$ cat src/rtl/dir_pkg.sv
// rtl/dir_pkg.sv - opcodes, agent codes, line states and FSM states shared by the directory front end
package dir_pkg;

   localparam logic [2:0] OP_NOOP  = 3'd0;
   localparam logic [2:0] OP_REPLY = 3'd2;
   localparam logic [2:0] OP_RD    = 3'd3;
   localparam logic [2:0] OP_WR    = 3'd4;
   localparam logic [2:0] OP_INV   = 3'd5;
   localparam logic [2:0] OP_UPD   = 3'd6;
   localparam logic [2:0] OP_RWITM = 3'd7;

   localparam logic [1:0] SRC_NONE = 2'd0;
   localparam logic [1:0] SRC_IC   = 2'd1;
   localparam logic [1:0] SRC_DC   = 2'd2;
   localparam logic [1:0] SRC_MEM  = 2'd3;

   localparam logic [1:0] LS_I = 2'd0;
   localparam logic [1:0] LS_S = 2'd1;
   localparam logic [1:0] LS_M = 2'd2;

   typedef enum logic [1:0] {
      ST_IDLE   = 2'd0,
      ST_LOOKUP = 2'd1,
      ST_ISSUE  = 2'd2
   } sched_state_t;

   // Opcodes that may need a memory fill and therefore open a pending miss.
   function automatic logic is_miss_op(input logic [2:0] op);
      return (op == OP_RD) || (op == OP_RWITM);
   endfunction

endpackage

$ cat src/rtl/dir_rr_arb2.sv
// rtl/dir_rr_arb2.sv - two-way round-robin arbiter with per-requester mask
module dir_rr_arb2 (
   input  logic [1:0] req,
   input  logic [1:0] mask,
   input  logic       ptr,
   output logic [1:0] grant,
   output logic       next_ptr
);

   logic [1:0] eligible;

   assign eligible = req & ~mask;

   // ptr names the preferred requester; the winner hands priority to the other side.
   always_comb begin
      grant    = 2'b00;
      next_ptr = ptr;
      if (eligible[ptr]) begin
         grant[ptr] = 1'b1;
         next_ptr   = ~ptr;
      end else if (eligible[~ptr]) begin
         grant[~ptr] = 1'b1;
         next_ptr    = ptr;
      end
   end

endmodule

$ cat src/rtl/directory_req_sched.sv
// rtl/directory_req_sched.sv - directory front-end scheduler: arbitrate, look up, issue one transaction per grant
module directory_req_sched
   import dir_pkg::*;
#(
   parameter int ADDR_W  = 32,
   parameter int TIMEOUT = 1024
) (
   input  logic              clk,
   input  logic              rst,
   input  logic              ic_req_valid,
   input  logic [2:0]        ic_req_op,
   input  logic [ADDR_W-1:0] ic_req_addr,
   output logic              ic_req_pop,
   input  logic              dc_req_valid,
   input  logic [2:0]        dc_req_op,
   input  logic [ADDR_W-1:0] dc_req_addr,
   output logic              dc_req_pop,
   input  logic              mem_rsp_valid,
   input  logic [ADDR_W-1:0] mem_rsp_addr,
   output logic              mem_rsp_pop,
   output logic              dir_rd_en,
   output logic [ADDR_W-1:0] dir_rd_addr,
   input  logic [3:0]        dir_rd_state,
   output logic              gen_valid,
   output logic [2:0]        gen_operation,
   output logic [1:0]        gen_source,
   output logic [1:0]        gen_dest,
   output logic [3:0]        gen_state,
   output logic [ADDR_W-1:0] gen_addr,
   output logic              pend_valid,
   output logic              err_timeout,
   output logic              err_stray
);

   localparam int TMR_W = $clog2(TIMEOUT + 1);

   sched_state_t      state, state_nxt;
   logic              rr_ptr;
   logic [2:0]        op_q;
   logic [ADDR_W-1:0] addr_q;
   logic [1:0]        src_q;
   logic [3:0]        line_q;
   logic [ADDR_W-1:0] pend_addr;
   logic [1:0]        pend_src;
   logic [TMR_W-1:0]  timer;

   logic [1:0]        cache_mask;
   logic [1:0]        arb_grant;
   logic              arb_next_ptr;
   logic              take, rr_upd;
   logic [2:0]        take_op;
   logic [1:0]        take_src;
   logic [ADDR_W-1:0] take_addr;
   logic [1:0]        other_state, other_cache;
   logic              pend_set, pend_clr, stray_set;

   // While a miss is open, block further misses and anything touching the pending line.
   assign cache_mask[0] = pend_valid && (is_miss_op(ic_req_op) || (ic_req_addr == pend_addr));
   assign cache_mask[1] = pend_valid && (is_miss_op(dc_req_op) || (dc_req_addr == pend_addr));

   dir_rr_arb2 u_arb (
      .req      ({dc_req_valid, ic_req_valid}),
      .mask     (cache_mask),
      .ptr      (rr_ptr),
      .grant    (arb_grant),
      .next_ptr (arb_next_ptr)
   );

   always_comb begin
      state_nxt   = state;
      ic_req_pop  = 1'b0;
      dc_req_pop  = 1'b0;
      mem_rsp_pop = 1'b0;
      dir_rd_en   = 1'b0;
      dir_rd_addr = '0;
      take        = 1'b0;
      rr_upd      = 1'b0;
      take_op     = OP_NOOP;
      take_src    = SRC_NONE;
      take_addr   = '0;
      case (state)
         ST_IDLE: begin
            if (!rst) begin
               if (mem_rsp_valid) begin
                  mem_rsp_pop = 1'b1;
                  take        = 1'b1;
                  take_op     = OP_REPLY;
                  take_src    = SRC_MEM;
                  take_addr   = mem_rsp_addr;
               end else if (arb_grant[0]) begin
                  ic_req_pop = 1'b1;
                  take       = 1'b1;
                  rr_upd     = 1'b1;
                  take_op    = ic_req_op;
                  take_src   = SRC_IC;
                  take_addr  = ic_req_addr;
               end else if (arb_grant[1]) begin
                  dc_req_pop = 1'b1;
                  take       = 1'b1;
                  rr_upd     = 1'b1;
                  take_op    = dc_req_op;
                  take_src   = SRC_DC;
                  take_addr  = dc_req_addr;
               end
            end
            dir_rd_en   = take;
            dir_rd_addr = take_addr;
            if (take) state_nxt = ST_LOOKUP;
         end
         ST_LOOKUP: state_nxt = ST_ISSUE;
         ST_ISSUE:  state_nxt = ST_IDLE;
         default:   state_nxt = ST_IDLE;
      endcase
   end

   assign other_state = (src_q == SRC_IC) ? line_q[3:2] : line_q[1:0];
   assign other_cache = (src_q == SRC_IC) ? SRC_DC : SRC_IC;

   always_comb begin
      gen_valid = 1'b0;
      gen_dest  = SRC_NONE;
      pend_set  = 1'b0;
      pend_clr  = 1'b0;
      stray_set = 1'b0;
      if (state == ST_ISSUE) begin
         gen_valid = (op_q != OP_NOOP);
         case (op_q)
            OP_RD, OP_RWITM: begin
               if (other_state != LS_I) begin
                  gen_dest = other_cache;
               end else begin
                  gen_dest = SRC_MEM;
                  pend_set = 1'b1;
               end
            end
            OP_UPD:        gen_dest = other_cache;
            OP_WR, OP_INV: gen_dest = SRC_MEM;
            OP_REPLY: begin
               if (pend_valid && (addr_q == pend_addr)) begin
                  gen_dest = pend_src;
                  pend_clr = 1'b1;
               end else begin
                  stray_set = 1'b1;
               end
            end
            default: gen_dest = SRC_NONE;
         endcase
      end
   end

   assign gen_operation = op_q;
   assign gen_source    = src_q;
   assign gen_state     = line_q;
   assign gen_addr      = addr_q;

   always_ff @(posedge clk or posedge rst) begin
      if (rst) begin
         state  <= ST_IDLE;
         rr_ptr <= 1'b0;
         op_q   <= OP_NOOP;
         addr_q <= '0;
         src_q  <= SRC_NONE;
         line_q <= '0;
      end else begin
         state <= state_nxt;
         if (take) begin
            op_q   <= take_op;
            addr_q <= take_addr;
            src_q  <= take_src;
         end
         if (rr_upd) rr_ptr <= arb_next_ptr;
         if (state == ST_LOOKUP) line_q <= dir_rd_state;
      end
   end

   // Timer saturates at TIMEOUT; the error fires on the edge where it reaches TIMEOUT.
   always_ff @(posedge clk or posedge rst) begin
      if (rst) begin
         pend_valid  <= 1'b0;
         pend_addr   <= '0;
         pend_src    <= SRC_NONE;
         timer       <= '0;
         err_timeout <= 1'b0;
         err_stray   <= 1'b0;
      end else begin
         if (pend_set) begin
            pend_valid <= 1'b1;
            pend_addr  <= addr_q;
            pend_src   <= src_q;
            timer      <= '0;
         end else if (pend_clr) begin
            pend_valid <= 1'b0;
            timer      <= '0;
         end else if (pend_valid && (timer != TMR_W'(TIMEOUT))) begin
            timer <= timer + 1'b1;
         end
         if (pend_valid && (timer >= TMR_W'(TIMEOUT - 1))) err_timeout <= 1'b1;
         if (stray_set) err_stray <= 1'b1;
      end
   end

endmodule

$ cat config.mk
export PLATFORM = sky130hd
export DESIGN_NAME = directory_req_sched
export DESIGN_NICKNAME = d
export VERILOG_FILES = /design/src/rtl/dir_pkg.sv /design/src/rtl/dir_rr_arb2.sv /design/src/rtl/directory_req_sched.sv
export SDC_FILE = /design/constraint.sdc
export NUM_CORES = 1
export LEC_CHECK = 0
export CORE_UTILIZATION = 42
export CTS_CLUSTER_DIAMETER = 100
export DETAILED_ROUTE_END_ITERATION = 7
export HOLD_SLACK_MARGIN = 0.02
export PLACE_DENSITY = 0.75
export SLEW_MARGIN = 20
export SYNTH_ARGS = -nofsm -noshare
export SYNTH_HDL_FRONTEND = slang
export SYNTH_SLANG_ARGS = --single-unit
$ cat constraint.sdc
create_clock -name clk -period 5.05 [get_ports clk]
set_input_delay 1.515 -clock clk [delete_from_list [all_inputs] [get_ports clk]]
set_output_delay 1.515 -clock clk [all_outputs]
set_load 0.1 [all_outputs]
* Word level (Yosys, flattened, before mapping)
Index checks and enable logic that the tools add are counted.
** Storage, ports and cells
- Register bits after elaboration :: 92
- Bits of input ports :: 111
** Cells by class
- Add/subtract/negate cells :: 1
- $lt $le $gt $ge :: 5
- Equality and inequality tests :: 18
- Mux-type cells :: 68
- Bitwise logic cells :: 3
- Reduce and logical (&&, ||, !) cells :: 19
** Operators with widths (number)
- 32-bit two-way mux :: 5
- 32-bit equality test :: 3
- 1-bit two-way mux :: 38
- 11-bit two-way mux :: 3
- 2-bit two-way mux :: 13
- 3-bit equality test (second input constant) :: 6
- 3-bit two-way mux :: 5
- 3-bit by 2-bit equality test with 1-bit output (second input constant) :: 4
- 11-bit by 1-bit adder with 11-bit output (second input constant) :: 1
- 11-bit by 10-bit >= comparator with 1-bit output (second input constant) :: 1
- 11-bit inequality test (second input constant) :: 1
- 2-bit case mux with 4 select lines :: 1
- 1-bit logical AND :: 7
- 3-bit nonzero test :: 2
- 2-bit by 1-bit equality test with 1-bit output (second input constant) :: 2
- 1-bit logical OR :: 4
- 1-bit by 2-bit < comparator with 1-bit output (second input constant) :: 2
- 2-bit case mux with 2 select lines :: 1
- 2-bit nonzero test :: 2
- 2-bit OR reduction :: 2
- 2-bit bitwise AND :: 1
- 1-bit demux with 1-bit select :: 2
- 2-bit equality test (second input constant) :: 1
- 1-bit >= comparator (second input constant) :: 2
- other kinds (5) :: 5

* Logic depth before layout (Yosys ltp)
Gate-level depths: netlist of run 1.
- Depth after elaboration :: 17
- Depth in mapped cells :: 10
- Mapped depth without buffers :: 8

* By module
A second synthesis of run 1 with hierarchy kept.
** Second synthesis, totals
- Cells, all modules :: 538
- Area, all modules :: 5512.8 um2
** By module, submodules not included
- directory_req_sched :: times used 1, cells an instance 531, area an instance 5460.2 um2
- dir_rr_arb2 :: times used 1, cells an instance 7, area an instance 52.6 um2

* Worst setup path after synthesis of run 1
No wires, ideal clock.
- Path type :: input port to output port
- From :: input port rst
- To :: output port dir_rd_addr[20]
- Arrival :: 4138 ps
- Required time :: 3535 ps
- Slack :: -603 ps
- Cell stages on the path :: 6
- Path buffers :: 2
- Path through :: nor3_1 > and2_1 > clkbuf_1 > clkbuf_1 > a32oi_1 > nand2_1
** On the way
- Word-level cells in the longest chain between the ends :: 2
** Ends and longest elaborated chain
- start: declaration :: RTL line directory_req_sched.sv:9 : input logic rst,
- 32-bit two-way mux :: RTL line directory_req_sched.sv:83 : if (!rst) begin
- 32-bit two-way mux :: RTL line directory_req_sched.sv:81 : case (state)
- end: declaration :: RTL line directory_req_sched.sv:22 : output logic [ADDR_W-1:0] dir_rd_addr,
Every way passes these cells.

* Final worst setup path of run 1
- From :: input port dc_req_addr[9]
- To :: output port dir_rd_addr[9]
** On the way
- Word-level cells in the longest chain between the ends :: 14
- Elaborated cells between the ends (all ways) :: 16
- Classes of those cells :: 1 x eq/ne; 11 x mux; 2 x bitwise; 2 x reduce/logical
** Ends and longest elaborated chain
- start: declaration :: RTL line directory_req_sched.sv:16 : input logic [ADDR_W-1:0] dc_req_addr,
- 32-bit equality test :: RTL line directory_req_sched.sv:59 : assign cache_mask[1] = pend_valid && (is_miss_op(dc_req_op) || (dc_req_addr == pend_addr));
- 1-bit logical OR :: RTL line directory_req_sched.sv:59
- 1-bit logical AND :: RTL line directory_req_sched.sv:59
- 2-bit NOT :: RTL line dir_rr_arb2.sv:12 : assign eligible = req & ~mask;
- 2-bit bitwise AND :: RTL line dir_rr_arb2.sv:12
- 1-bit two-way mux (not written as such) (2 in series) :: RTL line dir_rr_arb2.sv:21 : end else if (eligible[~ptr]) begin
- 2-bit two-way mux :: RTL line dir_rr_arb2.sv:21
- 2-bit two-way mux :: RTL line dir_rr_arb2.sv:18 : if (eligible[ptr]) begin
- 32-bit two-way mux :: RTL line directory_req_sched.sv:97 : end else if (arb_grant[1]) begin
- 32-bit two-way mux * :: RTL line directory_req_sched.sv:90 : end else if (arb_grant[0]) begin
- 32-bit two-way mux * :: RTL line directory_req_sched.sv:84 : if (mem_rsp_valid) begin
- 32-bit two-way mux * :: RTL line directory_req_sched.sv:83
- 32-bit two-way mux * :: RTL line directory_req_sched.sv:81
Mark *: on every way between the ends. The rest lies on a longest branch, timed or not. The select of a mux whose other input is x is not followed.

==> results of run 1 <==
## synthesized netlist by cell type (all sizes together), types with 2 or more instances
master	number	area (um2)
o211ai	34	400.4
nor4	19	118.9
mux2	38	427.9
a31oi	2	12.51
nor2b	3	18.77
a41oi	2	17.52
o21ai	4	20.02
nand3	38	190.2
a21oi	9	45.04
nor3	4	20.02
nand4	16	100.1
ha	2	25.02
nor2	21	78.83
dfrtp	92	2302
buf	11	83.83
a32oi	33	289.0
inv	43	161.4
xor2	70	613.1
nand2	48	180.2
o31a	3	26.28
and3	4	25.02
and2	3	21.27
a21o	3	22.52
xnor2	36	315.3
clkbuf	19	71.32
## power by group through the flow
stage	clock network, W	registers [W]	logic (W)
2_1_floorplan	0	0.00229	0.00120
3_3_place_gp	0	0.00132	0.00313
3_5_place_dp	0	0.00134	0.00316
4_1_cts	0.000671	0.00134	0.00347
5_1_grt	0.000715	0.00142	0.00373
6_report	0.000690	0.00140	0.00364
## repair_timing
action                                  in CTS  in global routing
setup buffers                               28                  8
hold buffers                                 0                  0
endpoints found under the setup margin      35                 35
gates cloned                                 9                  0
resized for setup                          194                 52
pin swaps                                   41                 16
## layer usage
| layer | track usage | part of all wire | vias up |
|---|---|---|---|
| met5 | 0 | 0 | - |
| met1 | 0.4541 | 0.38 | 3187 |
| li1 | - | - | 2643 |
| met4 | 0.2059 | 0.062 | 0 |
| met2 | 0.6099 | 0.48 | 438 |
| met3 | 0.06686 | 0.083 | 124 |
## final timing paths
kind / start / endpoint / slack, ns / depth (start not counted)
max: dc_req_addr[9] / dir_rd_addr[9] / -0.65 / 11
min: err_timeout / err_timeout / 0.48 / 1
max reg2reg: pend_addr[12] / gen_addr[10] / 1.80 / 14
min reg2reg: err_timeout / err_timeout / 0.48 / 1
max in group asynchronous: rst / pend_addr[18] / 2.91 / 3
min in group asynchronous: rst / rr_ptr / 1.69 / 3
## cells by family (layout without fill, tap and decap cells)
family          count (synthesis)  after routing
buf+inv                        73            385
flops                          92             92
xor+xnor                      106            106
other cells                     0              1
fa+ha+maj                       2              2
mux                            38             38
simple gates                  159            159
compound gates                 96             96
## registers in the layout, indices dropped and copies added, names as in the netlist
name / count
gen_operation: 3
pend_valid: 1
pend_addr: 32
gen_addr: 32
err_stray: 1
timer: 11
err_timeout: 1
pend_src: 2
state: 2
gen_source: 2
rr_ptr: 1
gen_state: 4
## area by class of cell
type / count / share of cell area
Antenna cell: 1 / 0.0002329
Clock buffer: 14 / 0.02643
Clock inverter: 1 / 0.0004657
Inverter: 43 / 0.01548
Multi-Input combinational cell: 401 / 0.3928
Sequential cell: 92 / 0.2142
Tap cell: 176 / 0.02049
Timing Repair Buffer: 327 / 0.3298
## metrics by stage
stage               TNS [ns]  std cells  total power [W]
floorplan             -2.943        566         0.003487
global placement      -29.77        999         0.004443
detailed placement    -31.29        999         0.004496
CTS                   -12.16       1050         0.005484
global route          -22.50       1055         0.005859
finish                -20.85       1055         0.005722
==> flow_summary.toml, run 1 <==
[detailed_routing]
vias = 6392
post_drt_wl_per_cell_um = 26.02
drtAntennaViolNets = 0
drtIter0Drc = 677
detail_route.first_pass.iterations = 5
viasPerCell = 6.059
drt-total-wl_mm = 27.45
drc_errors = 0

[timing]
fmax_mhz = 175.4
hold_violations = 0
final.setup_skew_ns = 0.01130
hold_slack_ns = 0.4814
setup_violations = 35
drv_slew = 0
grt_setup_unrepaired = "true"
layout_min_cycle_time_ns = 5.703
layout_setup_ws_ns = -0.6528
tightestPinTransition_ns = 1.034
min_period_over_period = 1.129
slew_headroom = 0.3082

[clock_tree]
clk_latency_ns = 0.36
path_clk_slew_ns = 0.06
htreeDepth = 3
cts_tree = "built"
numCtsBuffers = 9
root_buffer = "clkbuf_16"
clkSinkCount = 92
clockBufferDepth = 2

[critical_path]
worstPathCellList = "clkdlybuf4s50_1 -> xnor2_2 -> nand4_1 -> or4_4 -> and3_4 -> buf_12 -> buf_12 -> a32oi_2 -> buf_4 -> nand2_4 -> buf_12"
crit_buf_inv = 5
end_kind = "output port"
cp_slowest_stage_delay_ns = 0.58
cp.arrival_ns = 4.19
critPathSlowestCell = "or4_4"
path_class = "input pin to output port"
critPathTopFamily = "buffers and inverters"
worstPathMaxFanout = 5
worstPathRequired_ns = 3.54
path_common_cell = "buf_12"
critPathLaunchType = "input pin"

[layout]
final_cell_mix = "buf_4 (111), clkdlybuf4s50_1 (93), dfrtp_1 (92)"
seq_area_um2 = 2302
layout_commonest_cell = "buf_4"
multi_input_area_um2 = 4222
finalNetCount = 987
drive_gt1_frac = 0.4590
post-route-util = 0.8147
syn_to_final_growth_pct = 89.77
fin_area_um2 = 10750
fill_cells = 685

[power_and_ir_drop]
power.density_nw_per_um2 = 532.5
clkPwrFrac = 0.121
peakVddDrop_mv = 0.3860
power.combinational.fraction = 0.636
p_sw_frac = 0.5493
p_seq_frac = 0.244
p_int_w = 0.002579
p_leak_nw = 4.633
p_sw_w = 0.003143

[job]
cap_violations = 0

[floorplanning]
io_pins = 194
start_util = 0.4293
die-area_um2 = 13950
dieHeight_um = 118.1
num_rows = 42
die_w_um = 118.1
core_um2 = 13190

[synthesis]
yosys.area_share.simple = 0.1379
ys_warn_count = 0
synth_xor_area_frac = 0.1639
syn_avg_cell_area_um2 = 10.01
synth_cell_types = 38
synth_fa_ha_area_frac = 0.004419
synth_top_family_by_area = "XOR/XNOR gates"
seq_area_frac_synth = 0.4065
synth_compound_area_frac = 0.1558
synth_cells = 566
synth_mux_area_frac = 0.07556
synth-async-reset-ratio = 1.000
syn_nets = 679
synth_edf_count = 0
ys_dominant_reg_cell = "dfrtp_1"
synth_seq_cells = 92
netlist_area_um2 = 5663

[placement]
place_area_um2 = 9243
port_buffers = 193
dp_hpwl_mm = 15.29
gp_congestion = 0.8537
dpl_worst_slack_ns = -1.018

[hold_path]
worstHoldPathType = "flop to flop"

[global_routing]
grt.total_usage = 0.3689
grt-ovfl-total = 0
grt_pass1_vias = 6622
grt_pass1_wl_mm = 38.64
grt_max_degree = 93
antenna_found_initial = 1

[status]
violations = "negative setup slack"
status = "finished, violations left"
(Power assumes the default switching activity.)
==> run 2, diff against run 1 <==
Settings changed: RECOVER_POWER set to 50.
==> flow_summary.toml, run 2 (synthesis results as in run 1) <==
[floorplanning]
die-area_um2 = 13950
core_um2 = 13190
start_util = 0.4293
dieHeight_um = 118.1
io_pins = 194
die_w_um = 118.1
num_rows = 42

[power_and_ir_drop]
peakVddDrop_mv = 0.3861
p_leak_nw = 4.619
power.density_nw_per_um2 = 533.8

[critical_path]
worstPathMaxFanout = 5
path_class = "input pin to output port"
critPathLaunchType = "input pin"
end_kind = "output port"
cp.arrival_ns = 4.19
worstPathRequired_ns = 3.54

[status]
status = "finished, violations left"
violations = "max-capacitance violations, max-slew violations, negative setup slack"

[detailed_routing]
post_drt_wl_per_cell_um = 25.99
detail_route.first_pass.iterations = 4
drt-total-wl_mm = 27.42
drtAntennaViolNets = 0
drtIter0Drc = 548
drc_errors = 0
viasPerCell = 6.047
vias = 6380

[clock_tree]
clockBufferDepth = 2
numCtsBuffers = 9
path_clk_slew_ns = 0.06
cts_hold_buf = 0
root_buffer = "clkbuf_16"
htreeDepth = 3
clkSinkCount = 92
cts_tree = "built"
clk_latency_ns = 0.36

[layout]
drive_gt1_frac = 0.4556
multi_input_area_um2 = 4214
post-route-util = 0.8118
layout_commonest_cell = "buf_4"
seq_area_um2 = 2302
finalNetCount = 987
syn_to_final_growth_pct = 89.09
fill_cells = 691
final_cell_mix = "buf_4 (111), dfrtp_1 (92), clkdlybuf4s50_1 (88)"

[timing]
grt_setup_unrepaired = "true"
drv_slew = 121
setup_violations = 35
layout_setup_ws_ns = -0.6589
layout_min_cycle_time_ns = 5.709
final.setup_skew_ns = 0.01020
fmax_mhz = 175.2
hold_violations = 0
tightestPinTransition_ns = 2.379
min_period_over_period = 1.130
slew_headroom = -0.5860

[global_routing]
grt_pass1_wl_mm = 38.64
grt.total_usage = 0.3689
grt_max_degree = 93
antenna_found_initial = 1
grt_pass1_vias = 6622
grt-ovfl-total = 0

[placement]
dp_hpwl_mm = 15.29
dpl_worst_slack_ns = -1.018
gp_congestion = 0.8537
port_buffers = 193

[hold_path]
worstHoldPathType = "flop to flop"

[job]
cap_violations = 2
## run 2: cell types whose count changed in the layout (fill, tap and decap cells not counted), sizes merged
cell and delta:
buf -2, clkbuf +2, clkdlybuf4s50 -5, clkinv -1, clkinvlp +1, dlygate4sd3 +5
## run 2: cell type report
class | instances | share of cell area
Clock buffer | 14 | 0.02652
Clock inverter | 1 | 0.0004674
Sequential cell | 92 | 0.2150
Multi-Input combinational cell | 401 | 0.3935
Tap cell | 176 | 0.02057
Inverter | 43 | 0.01554
Antenna cell | 1 | 0.0002337
Timing Repair Buffer | 327 | 0.3281
## run 2: report_power, final
group	internal, W	leakage (nW)	switching, W
clock	0.000385	0.145	0.000305
sequential	0.000981	1.18	0.000414
combinational	0.00121	3.30	0.00242
total	0.00258	4.62	0.00314
## run 2: timing repair
action	in CTS	in global routing
setup endpoints to repair	35	35
gates cloned	9	0
setup buffers	28	8
gates resized for setup	194	52
pin swaps	41	16
## run 2: per-stage QoR
step / instances / area [um2] / setup TNS [ns] / hold WS (ns) / total power, W
finish: 1055 / 10710 / -21.10 / 0.4834 / 0.005716
global route: 1055 / 10710 / -22.50 / 0.5127 / 0.005853
floorplan: 566 / 6082 / -2.943 / 0.4806 / 0.003487
CTS: 1050 / 10520 / -12.16 / 0.4823 / 0.005484
detailed placement: 999 / 9243 / -31.29 / 0.4679 / 0.004496
global placement: 999 / 9243 / -29.77 / 0.4608 / 0.004443
## run 2: routing by layer
| metal | up-vias | GRT usage | routed length (um) |
|---|---|---|---|
| met4 | 0 | 0.2059 | 1806 |
| met5 | - | 0 | 0 |
| met2 | 442 | 0.6099 | 13050 |
| met1 | 3155 | 0.4541 | 10230 |
| li1 | 2644 | - | - |
| met3 | 139 | 0.06686 | 2333 |
## run 2: critical path: stages
cell	delay (ns)
clkdlybuf4s50_1	0.48
xnor2_2	0.29
nand4_1	0.20
or4_4	0.58
and3_4	0.21
buf_12	0.15
buf_12	0.14
a32oi_2	0.21
buf_4	0.18
nand2_4	0.06
buf_12	0.16
## run 2: worst paths after layout
path | startpoint | end | slack (ns) | cells after the start
min reg2reg | err_timeout | err_timeout | 0.48 | 1
max in group asynchronous | rst | pend_addr[7] | 1.08 | 3
max | dc_req_addr[9] | dir_rd_addr[9] | -0.66 | 11
max reg2reg | state[1] | pend_addr[7] | 1.49 | 5
min | err_timeout | err_timeout | 0.48 | 1
min in group asynchronous | rst | state[0] | 2.59 | 3
